==> src/rtl/mdu_iterative.sv <==
// Iterative RV32M multiply/divide unit: one shift-add or restoring
// shift-subtract step per cycle, with a start/busy/done handshake.
module mdu_iterative #(
  parameter int XLEN  = 32,
  parameter int CNT_W = 5
) (
  input  logic            RESET,
  input  logic            CLK,
  input  logic            START,
  input  logic [2:0]      OP,
  input  logic [XLEN-1:0] A,
  input  logic [XLEN-1:0] B,
  input  logic [4:0]      DST,
  output logic            BUSY,
  output logic            DONE,
  output logic [XLEN-1:0] RESULT,
  output logic [4:0]      WDA_OUT,
  output logic            WE_OUT
);

  typedef enum logic [1:0] {
    IDLE,
    RUN,
    FIN
  } state_t;

  localparam logic [XLEN-1:0] MINV =
    {1'b1, {(XLEN-1){1'b0}}};

  state_t state, state_n;

  logic [CNT_W-1:0] cnt;
  logic [2:0]       op_q;
  logic [4:0]       dst_q;
  logic [XLEN-1:0]  hi, lo, ma, mb;
  logic             sq, sr;

  logic            last;
  logic            sgn_a, sgn_b;
  logic            a_neg, b_neg;
  logic [XLEN-1:0] a_mag, b_mag;
  logic            ovf, spec;
  logic [XLEN-1:0] spec_res;

  logic [XLEN:0]     msum;
  logic [XLEN:0]     dsh;
  logic [XLEN-1:0]   dsub;
  logic              ge;
  logic [XLEN-1:0]   hi_n, lo_n;
  logic [2*XLEN-1:0] prod, prod_s;
  logic [XLEN-1:0]   q_s, r_s, fin_res;

  assign last = (cnt == CNT_W'(XLEN-1));

  // Operand conditioning at acceptance
  assign sgn_a = (OP == 3'b001) | (OP == 3'b010) |
                 (OP == 3'b100) | (OP == 3'b110);
  assign sgn_b = (OP == 3'b001) | (OP == 3'b100) |
                 (OP == 3'b110);
  assign a_neg = sgn_a & A[XLEN-1];
  assign b_neg = sgn_b & B[XLEN-1];
  assign a_mag = a_neg ? -A : A;
  assign b_mag = b_neg ? -B : B;
  assign ovf   = ((OP == 3'b100) | (OP == 3'b110)) &
                 (A == MINV) & (B == '1);

  always_comb begin
    spec     = 1'b0;
    spec_res = '0;
    if (OP[2] && (B == '0)) begin
      spec     = 1'b1;
      spec_res = OP[1] ? A : '1;
    end else if (ovf) begin
      spec     = 1'b1;
      spec_res = OP[1] ? '0 : MINV;
    end
  end

  // One iteration step; mul keeps the multiplier in lo,
  // div keeps the dividend/quotient in lo and remainder in hi.
  assign msum = {1'b0, hi} + (lo[0] ? {1'b0, ma} : '0);
  assign dsh  = {hi, lo[XLEN-1]};
  assign ge   = (dsh >= {1'b0, mb});
  assign dsub = dsh[XLEN-1:0] - mb;

  always_comb begin
    hi_n = msum[XLEN:1];
    lo_n = {msum[0], lo[XLEN-1:1]};
    if (op_q[2]) begin
      hi_n = ge ? dsub : dsh[XLEN-1:0];
      lo_n = {lo[XLEN-2:0], ge};
    end
  end

  assign prod   = {hi_n, lo_n};
  assign prod_s = sq ? -prod : prod;
  assign q_s    = sq ? -lo_n : lo_n;
  assign r_s    = sr ? -hi_n : hi_n;

  always_comb begin
    fin_res = r_s;
    case (op_q)
      3'b000:                 fin_res = prod_s[XLEN-1:0];
      3'b001, 3'b010, 3'b011: fin_res = prod_s[2*XLEN-1:XLEN];
      3'b100, 3'b101:         fin_res = q_s;
      default:                fin_res = r_s;
    endcase
  end

  always_ff @(posedge CLK or posedge RESET) begin
    if (RESET) state <= IDLE;
    else       state <= state_n;
  end

  always_comb begin
    state_n = state;
    unique case (state)
      IDLE: if (START) state_n = spec ? FIN : RUN;
      RUN:  if (last)  state_n = FIN;
      FIN:             state_n = IDLE;
      default:         state_n = IDLE;
    endcase
  end

  assign BUSY   = (state != IDLE);
  assign DONE   = (state == FIN);
  assign WE_OUT = DONE & (WDA_OUT != 5'd0);

  always_ff @(posedge CLK or posedge RESET) begin
    if (RESET) begin
      cnt     <= '0;
      op_q    <= '0;
      dst_q   <= '0;
      hi      <= '0;
      lo      <= '0;
      ma      <= '0;
      mb      <= '0;
      sq      <= 1'b0;
      sr      <= 1'b0;
      RESULT  <= '0;
      WDA_OUT <= '0;
    end else begin
      if (state == IDLE && START) begin
        op_q  <= OP;
        dst_q <= DST;
        cnt   <= '0;
        sq    <= a_neg ^ b_neg;
        sr    <= a_neg;
        if (spec) begin
          RESULT  <= spec_res;
          WDA_OUT <= DST;
        end else begin
          ma <= a_mag;
          mb <= b_mag;
          hi <= '0;
          lo <= OP[2] ? a_mag : b_mag;
        end
      end else if (state == RUN) begin
        hi  <= hi_n;
        lo  <= lo_n;
        cnt <= cnt + CNT_W'(1);
        if (last) begin
          RESULT  <= fin_res;
          WDA_OUT <= dst_q;
        end
      end
    end
  end

endmodule

==> config.mk <==
export PLATFORM = sky130hd
export DESIGN_NAME = mdu_iterative
export DESIGN_NICKNAME = d
export VERILOG_FILES = /design/src/rtl/mdu_iterative.sv
export SDC_FILE = /design/constraint.sdc
export NUM_CORES = 1
export LEC_CHECK = 0
export ABC_AREA = 1
export BUFFER_PORTS_ARGS = -buffer_cell sky130_fd_sc_hd__buf_4
export CAP_MARGIN = 25
export CELL_PAD_IN_SITES_DETAIL_PLACEMENT = 1
export CELL_PAD_IN_SITES_GLOBAL_PLACEMENT = 2
export CORE_ASPECT_RATIO = 0.5
export CORE_MARGIN = 2
export CORE_UTILIZATION = 34
export CTS_CLUSTER_SIZE = 16
export DETAILED_ROUTE_END_ITERATION = 6
export PLACE_DENSITY = 0.94
export SLEW_MARGIN = 20
export SYNTH_ARGS = -nofsm -noshare
export SYNTH_HDL_FRONTEND = slang
export SYNTH_SLANG_ARGS = --single-unit
==> constraint.sdc <==
create_clock -name CLK -period 7.1 [get_ports CLK]
set_clock_uncertainty 0.05 [all_clocks]
set_input_delay 1.065 -clock CLK [delete_from_list [all_inputs] [get_ports CLK]]
set_output_delay 1.065 -clock CLK [all_outputs]
set_load 0.02 [all_outputs]
==> summary.txt, run 1 <==
Timing
  – Slew at the pin closest to its max-slew limit: 1020 ps
  – RSZ-0062 raised after global routing: no
  – Slew Limit Fails: 0
  – Final Hold Viols: 0
  – Final period util: 0.776
  – Max-slew headroom: 0.321
  – Crit path time final: roughly 5500 ps
  – FMAX: ~0.18 GHz
  – Final setup fails: 0
  – Sum Neg Setup Slack: 0 ps

Min path
  – Tightest Hold Check Type: register to register
  – Worst hold start: mb[13]

Layout
  – Synthesis-to-layout area growth: 11.0%
  – Multi-input logic area: approximately 12,000 um^2
  – Number of fill cells in the layout: around 7,600
  – Nets: 3,366
  – FF+latch area: around 4600 um^2
  – Fraction of layout cells with a size suffix above 1: 0.105

Placed design
  – Number of port buffers: 114
  – Gp weighted congestion: ~1.0
  – Post-DP HPWL: around 81,000 um

Global route
  – First-pass GRT wire length: around 150,000 um
  – Largest net degree at the start of global routing: 74
  – GRT Util Overall: 0.338
  – Number of global-route vias before repair: ~22,000
  – GRT overflow: 0
  – Initial antenna violation count: 9

Outcome
  – Status: completed

Die
  – Die H: 172 um
  – Initial Util: 0.344
  – DIE WIDTH: around 340 um
  – # rows: slightly above 60
  – Top Ports: approximately 120
  – Die ar.: between 50,000 and 60,000 um^2
  – Core box area: 55,600 um^2

Logic synthesis
  – Post-synthesis sequential area ratio: 0.238
  – Mux share of post-synthesis cell area: 0
  – Seq cells post-synth: between 150 and 200
  – Post-synth EDFFs: 0
  – Dominant synthesized flop cell: dfrtp_1
  – Synth unique cells: 58
  – Post-synth net total: 3,314
  – Asr flop ratio synth: 1.00
  – Compound-gate portion of the synthesized area: 0.145
  – Syn_area_per_cell: 6.04 um^2
  – Ys Warns: 0
  – Post-Syn Instances: 3,166
  – Largest family of logic cells by synthesized area: simple AND/OR/NAND/NOR gates
  – Xor/xnor share of the synthesized area: 0.0417
  – Simple-gate share of the synthesized area: 0.408
  – Synthesized cell area: between 15,000 and 20,000 um^2
  – Synth Area in Adders: 0.0485

Routing
  – Drt total wl: 99,700 um
  – ANT nets after route: 0
  – WL/cell: 25.0 um
  – Initial DRT Pass Iterations: 5
  – Detailed-route via count: about 23,000
  – Initial DRC count: around 2,600
  – DRC Markers: 0
  – Vias per Instance: about 5.6

Worst setup path
  – Startpoint types: register
  – Slowest cell on crit path: nor2_4
  – Max FO, Critical Path: 23
  – Max incr delay on CP: roughly 600 ps
  – Crit Path Category: register to register
  – Req. time, crit path: between 7000 and 8000 ps
  – Critical Path Source: hi[25]
  – Reg2reg start: hi[25]
  – Crit-path most repeated cell: nand2_1
  – WP data arrival: 5790 ps
  – Crit. End Element: register

CTS
  – CTS H-tree lvls: 4
  – Clk Tree Root Cell: clkbuf_16
  – CTS clk-pin slew, worst paths: about 90 ps
  – CTS-repair resized insts: 0
  – Clock Tree Buf Depth: 2
  – Setup Fix Bufs, Post-CTS: 0
  – TritonCTS clock tree: built
  – Worst skew pair latency: between 400 and 500 ps
  – # clock sinks: around 180
  – Post-CTS Hold Buffers: 0
  – Num CTS Buffers: 17

Flow run
  – Number of max-cap violations: 0
## logic make-up (layout without fill, tap and decap cells)
family / after synthesis / after routing
compound gates: 496 / 496
simple gates: 1752 / 1752
fa+ha+maj: 73 / 73
xor+xnor: 91 / 91
other cells: 0 / 4
buf+inv: 572 / 637
flops: 182 / 182
## synthesized netlist by cell type (10+ instances only)
master,instances,area share
dfrtp_1,182,0.24
a31oi_1,12,0.0039
nand3_1,221,0.058
nor2_4,18,0.011
nor4_1,12,0.0039
xor2_1,85,0.039
inv_2,18,0.0035
nand2_1,963,0.19
nand2_2,27,0.0088
or2_2,11,0.0036
nand3_2,27,0.014
nor3_1,28,0.0073
nor2_1,318,0.062
o22ai_1,15,0.0049
nand3b_1,12,0.0047
o21bai_1,13,0.0051
o21ai_1,22,0.0058
a22oi_1,17,0.0067
buf_2,14,0.0037
nand4_1,61,0.020
o221ai_1,10,0.0046
inv_1,440,0.086
nor2_2,23,0.0075
clkbuf_1,69,0.014
o21ai_0,211,0.055
ha_1,71,0.046
a21oi_1,153,0.040
## layer usage
metal | up-vias | track usage | share of wire
met5 | - | 0 | 0
li1 | 10200 | - | -
met3 | 137 | 0.0817 | 0.10
met2 | 975 | 0.508 | 0.41
met4 | 0 | 0.103 | 0.029
met1 | 11200 | 0.477 | 0.46
## worst paths after layout
path	endpoint	slack (ps)	depth (start not counted)
max	RESULT[6]	1590	28
min	mb[13]	440	2
min in group asynchronous	op_q[2]	550	2
min reg2reg	mb[13]	440	2
max reg2reg	RESULT[6]	1590	28
max in group asynchronous	mb[24]	5070	3
## final cells by class
cell class	instances	share of cell area
clock inverter	14	0.00748
timing repair buffer	140	0.0495
sequential	182	0.215
inverter	465	0.0825
tap	756	0.0445
antenna	4	0.000471
multi-input combinational	2412	0.581
clock buffer	18	0.0202
## worst max-delay path: cells and delay by family (launching register included)
kind | cells | cell delay [ps]
buffers and inverters | 4 | 190
and+or+nand+nor | 18 | 2910
DFF | 1 | 440
adders and majority gates | 2 | 610
AOI/OAI and AO/OA | 4 | 1120
## cells in the final DEF (no fill, tap or decap), types with 11 or more instances in the layout
cell type,count
nand2_1,962
inv_1,439
nor2_1,316
nand3_1,220
o21ai_0,211
dfrtp_1,180
a21oi_1,153
buf_4,138
xor2_1,85
ha_1,71
nand4_1,61
nor3_1,28
nand2_2,28
nand3_2,28
o21ai_1,22
nor2_2,22
nor2_4,21
inv_2,18
a22oi_1,17
clkbuf_16,17
o22ai_1,15
o21bai_1,13
nor4_1,12
nand3b_1,12
a31oi_1,12
or2_2,11
## flip-flops by register name, indices dropped and copies added (netlist names)
name / count
RESULT: 32
sq: 1
hi: 32
op_q: 3
WDA_OUT: 5
sr: 1
mb: 32
lo: 32
ma: 32
state: 2
dst_q: 5
cnt: 5
## stage by stage
| step | std cells | hold slack (ps) | setup WS, ps | utilization | area, um^2 |
|---|---|---|---|---|---|
| final | 3991 | 443 | 1590 | 0.382 | 21200 |
| after global routing | 3987 | 461 | 1250 | 0.382 | 21200 |
| after CTS | 3985 | 442 | 1800 | 0.382 | 21200 |
| after detailed placement | 3953 | 420 | 1820 | 0.371 | 20600 |
| after global placement | 3953 | 411 | 1920 | 0.371 | 20600 |
| after floorplan | 3166 | 394 | 1040 | - | 19100 |
Power of run 1 is not shown: default switching activity piles up to over one toggle a cycle in this logic, so the estimate is an artifact.
==> inputs of run 2 (changes only) <==
CORE_UTILIZATION = 31   (was 34)
PLACE_DENSITY = 0.91   (was 0.94)
clock period = 4.6 ns   (was 7.1 ns; I/O delays follow)
==> run 2 against run 1 <==
  * Routed wire length increased by 0.77%
  * Flip-flop and latch count unchanged
  * Die area rose by 9.5%
  * Critical path depth decreased by 2
  * Maximum frequency grew 26%
  * Global-route usage is 2.8 points lower
  * Hold slack got worse by 390 ps
  * Non-clock buffer count increased by 91
  * First-iteration DRC count shrank 1.7%
  * Sequential share of layout area is 0.89 points lower
  * Setup slack worse by 1400 ps
==> summary.txt, run 2 (synthesized netlist as in run 1, its figures left out) <==
Outcome
  – Status: completed

Layout
  – Most frequent cells in the layout: 961 x nand2_1, 439 x inv_1, 312 x nor2_1, 226 x buf_4, 216 x nand3_1
  – Final std cells w/o fill: 4,147
  – Fraction of layout cells with a size suffix above 1: 0.136
  – Final Cell Area: 22,200 um^2
  – Nets: about 3,500
  – Final core occ: 0.363
  – Synthesis-to-layout area growth: 15.9%
  – Number of fill cells in the layout: about 8,200
  – Commonest non-fill, non-tap cell in the layout: nand2_1

Worst setup path
  – Req. time, crit path: about 5000 ps
  – Terminus of the critical flop-to-flop path: RESULT[21]
  – Max FO, Critical Path: 7
  – Reg2reg start: lo[0]
  – WP data arrival: 4710 ps
  – Startpoint types: register
  – Crit. End Element: register
  – Reg2reg path depth: 26
  – FF-to-FF setup slack: between 200 and 250 ps
  – Crit Path Category: register to register

Timing
  – RSZ-0062 raised after global routing: yes
  – FMAX: approximately 0.23 GHz
  – Final Hold Viols: 0
  – Sum Neg Setup Slack: 0 ps
  – Slew at the pin closest to its max-slew limit: roughly 1000 ps
  – Max-slew headroom: 0.303
  – Final setup fails: 0
  – Final period util: 0.948
  – Slew Limit Fails: 0
  – Crit path time final: about 4400 ps

Die
  – Die ar.: between 60,000 and 70,000 um^2
  – DIE WIDTH: about 360 um
  – # rows: 64
  – Die H: 180 um
  – Initial Util: 0.313
  – Core box area: ~61,000 um^2
  – Top Ports: 115

CTS
  – Num CTS Buffers: 17
  – Clk Tree Root Cell: clkbuf_16
  – TritonCTS clock tree: built
  – Clock Tree Buf Depth: 2
  – CTS clk-pin slew, worst paths: about 80 ps
  – Worst skew pair latency: 490 ps
  – # clock sinks: approximately 180
  – Post-CTS Hold Buffers: 0
  – CTS H-tree lvls: 4

Routing
  – WL/cell: between 20 and 25 um
  – Vias per Instance: ~5.5
  – Detailed-route via count: ~23,000
  – Initial DRC count: 2,518
  – Initial DRT Pass Iterations: 6
  – DRC Markers: 0
  – Drt total wl: 100,000 um
  – ANT nets after route: 0

Placed design
  – Number of port buffers: roughly 110
  – Post-DP HPWL: 82,200 um
  – Gp weighted congestion: 0.987
  – Inst Count DP: just over 4,000
  – Cell Area, Placed: roughly 21,000 um^2

Global route
  – Number of global-route vias before repair: about 22,000
  – Initial antenna violation count: 6
  – GRT Util Overall: 0.310
  – First-pass GRT wire length: 149,000 um
  – Largest net degree at the start of global routing: approximately 130
  – GRT overflow: 0

Flow run
  – Number of max-cap violations: 0

Min path
  – Tightest Hold Check Type: input pin to async pin
[run 2: worst max-delay path, stage by stage (launching register included)]
cell,delay (ps)
dfrtp_2,440
nand2_1,70
inv_1,80
ha_1,190
inv_1,60
fa_1,390
inv_1,170
nand2_1,100
o21ai_1,240
buf_4,210
inv_1,70
o21ai_2,230
a21oi_1,100
o21ai_0,100
buf_4,170
nand3_4,180
nor2_4,180
nand2_2,100
nor2_4,140
nor2_1,80
nor2_4,200
nand2_1,80
nand2_1,60
nand3_1,210
nand3_1,160
nand2_1,90
a21oi_1,130
[run 2: worst max path at each step]
stage | from | endpoint | slack [ps] | cells after the start
5_1_grt | hi[19] | RESULT[18] | -30 | 29
3_3_place_gp | hi[4] | RESULT[8] | 300 | 27
2_1_floorplan | lo[0] | RESULT[31] | 1040 | 25
6_report | lo[0] | RESULT[21] | 240 | 26
3_5_place_dp | lo[0] | RESULT[25] | 200 | 27
4_1_cts | lo[0] | RESULT[25] | 140 | 27
[run 2: layout make-up]
| cell class | instances | area, um^2 | share of cell area |
|---|---|---|---|
| antenna | 1 | 2.50 | 0.000113 |
| clock buffer | 19 | 443 | 0.0200 |
| clock inverter | 12 | 120 | 0.00542 |
| inverter | 465 | 1750 | 0.0789 |
| multi-input combinational | 2412 | 12500 | 0.562 |
| sequential | 182 | 4560 | 0.206 |
| tap | 825 | 1030 | 0.0466 |
| timing repair buffer | 231 | 1800 | 0.0810 |
[run 2: what timing repair did]
item / CTS / global route
buffers inserted: 0 / 8
endpoints found under the setup margin: 0 / 28
resized for setup: 0 / 27
[run 2: stage by stage]
stage | setup slack, ps | hold slack, ps
6_report | 238 | 51.5
5_1_grt | -32.4 | 50.7
2_1_floorplan | 1040 | 394
3_3_place_gp | 299 | 407
3_5_place_dp | 195 | 420
4_1_cts | 138 | 43.0
[run 2: per-layer routing]
metal	vias up	wire length (um)	global-route usage
met5	-	0	0
met4	0	2640	0.0817
met3	133	9590	0.0630
met2	951	42200	0.464
met1	11200	46000	0.451
li1	10400	-	-
Power of run 2 is left out for the same reason.
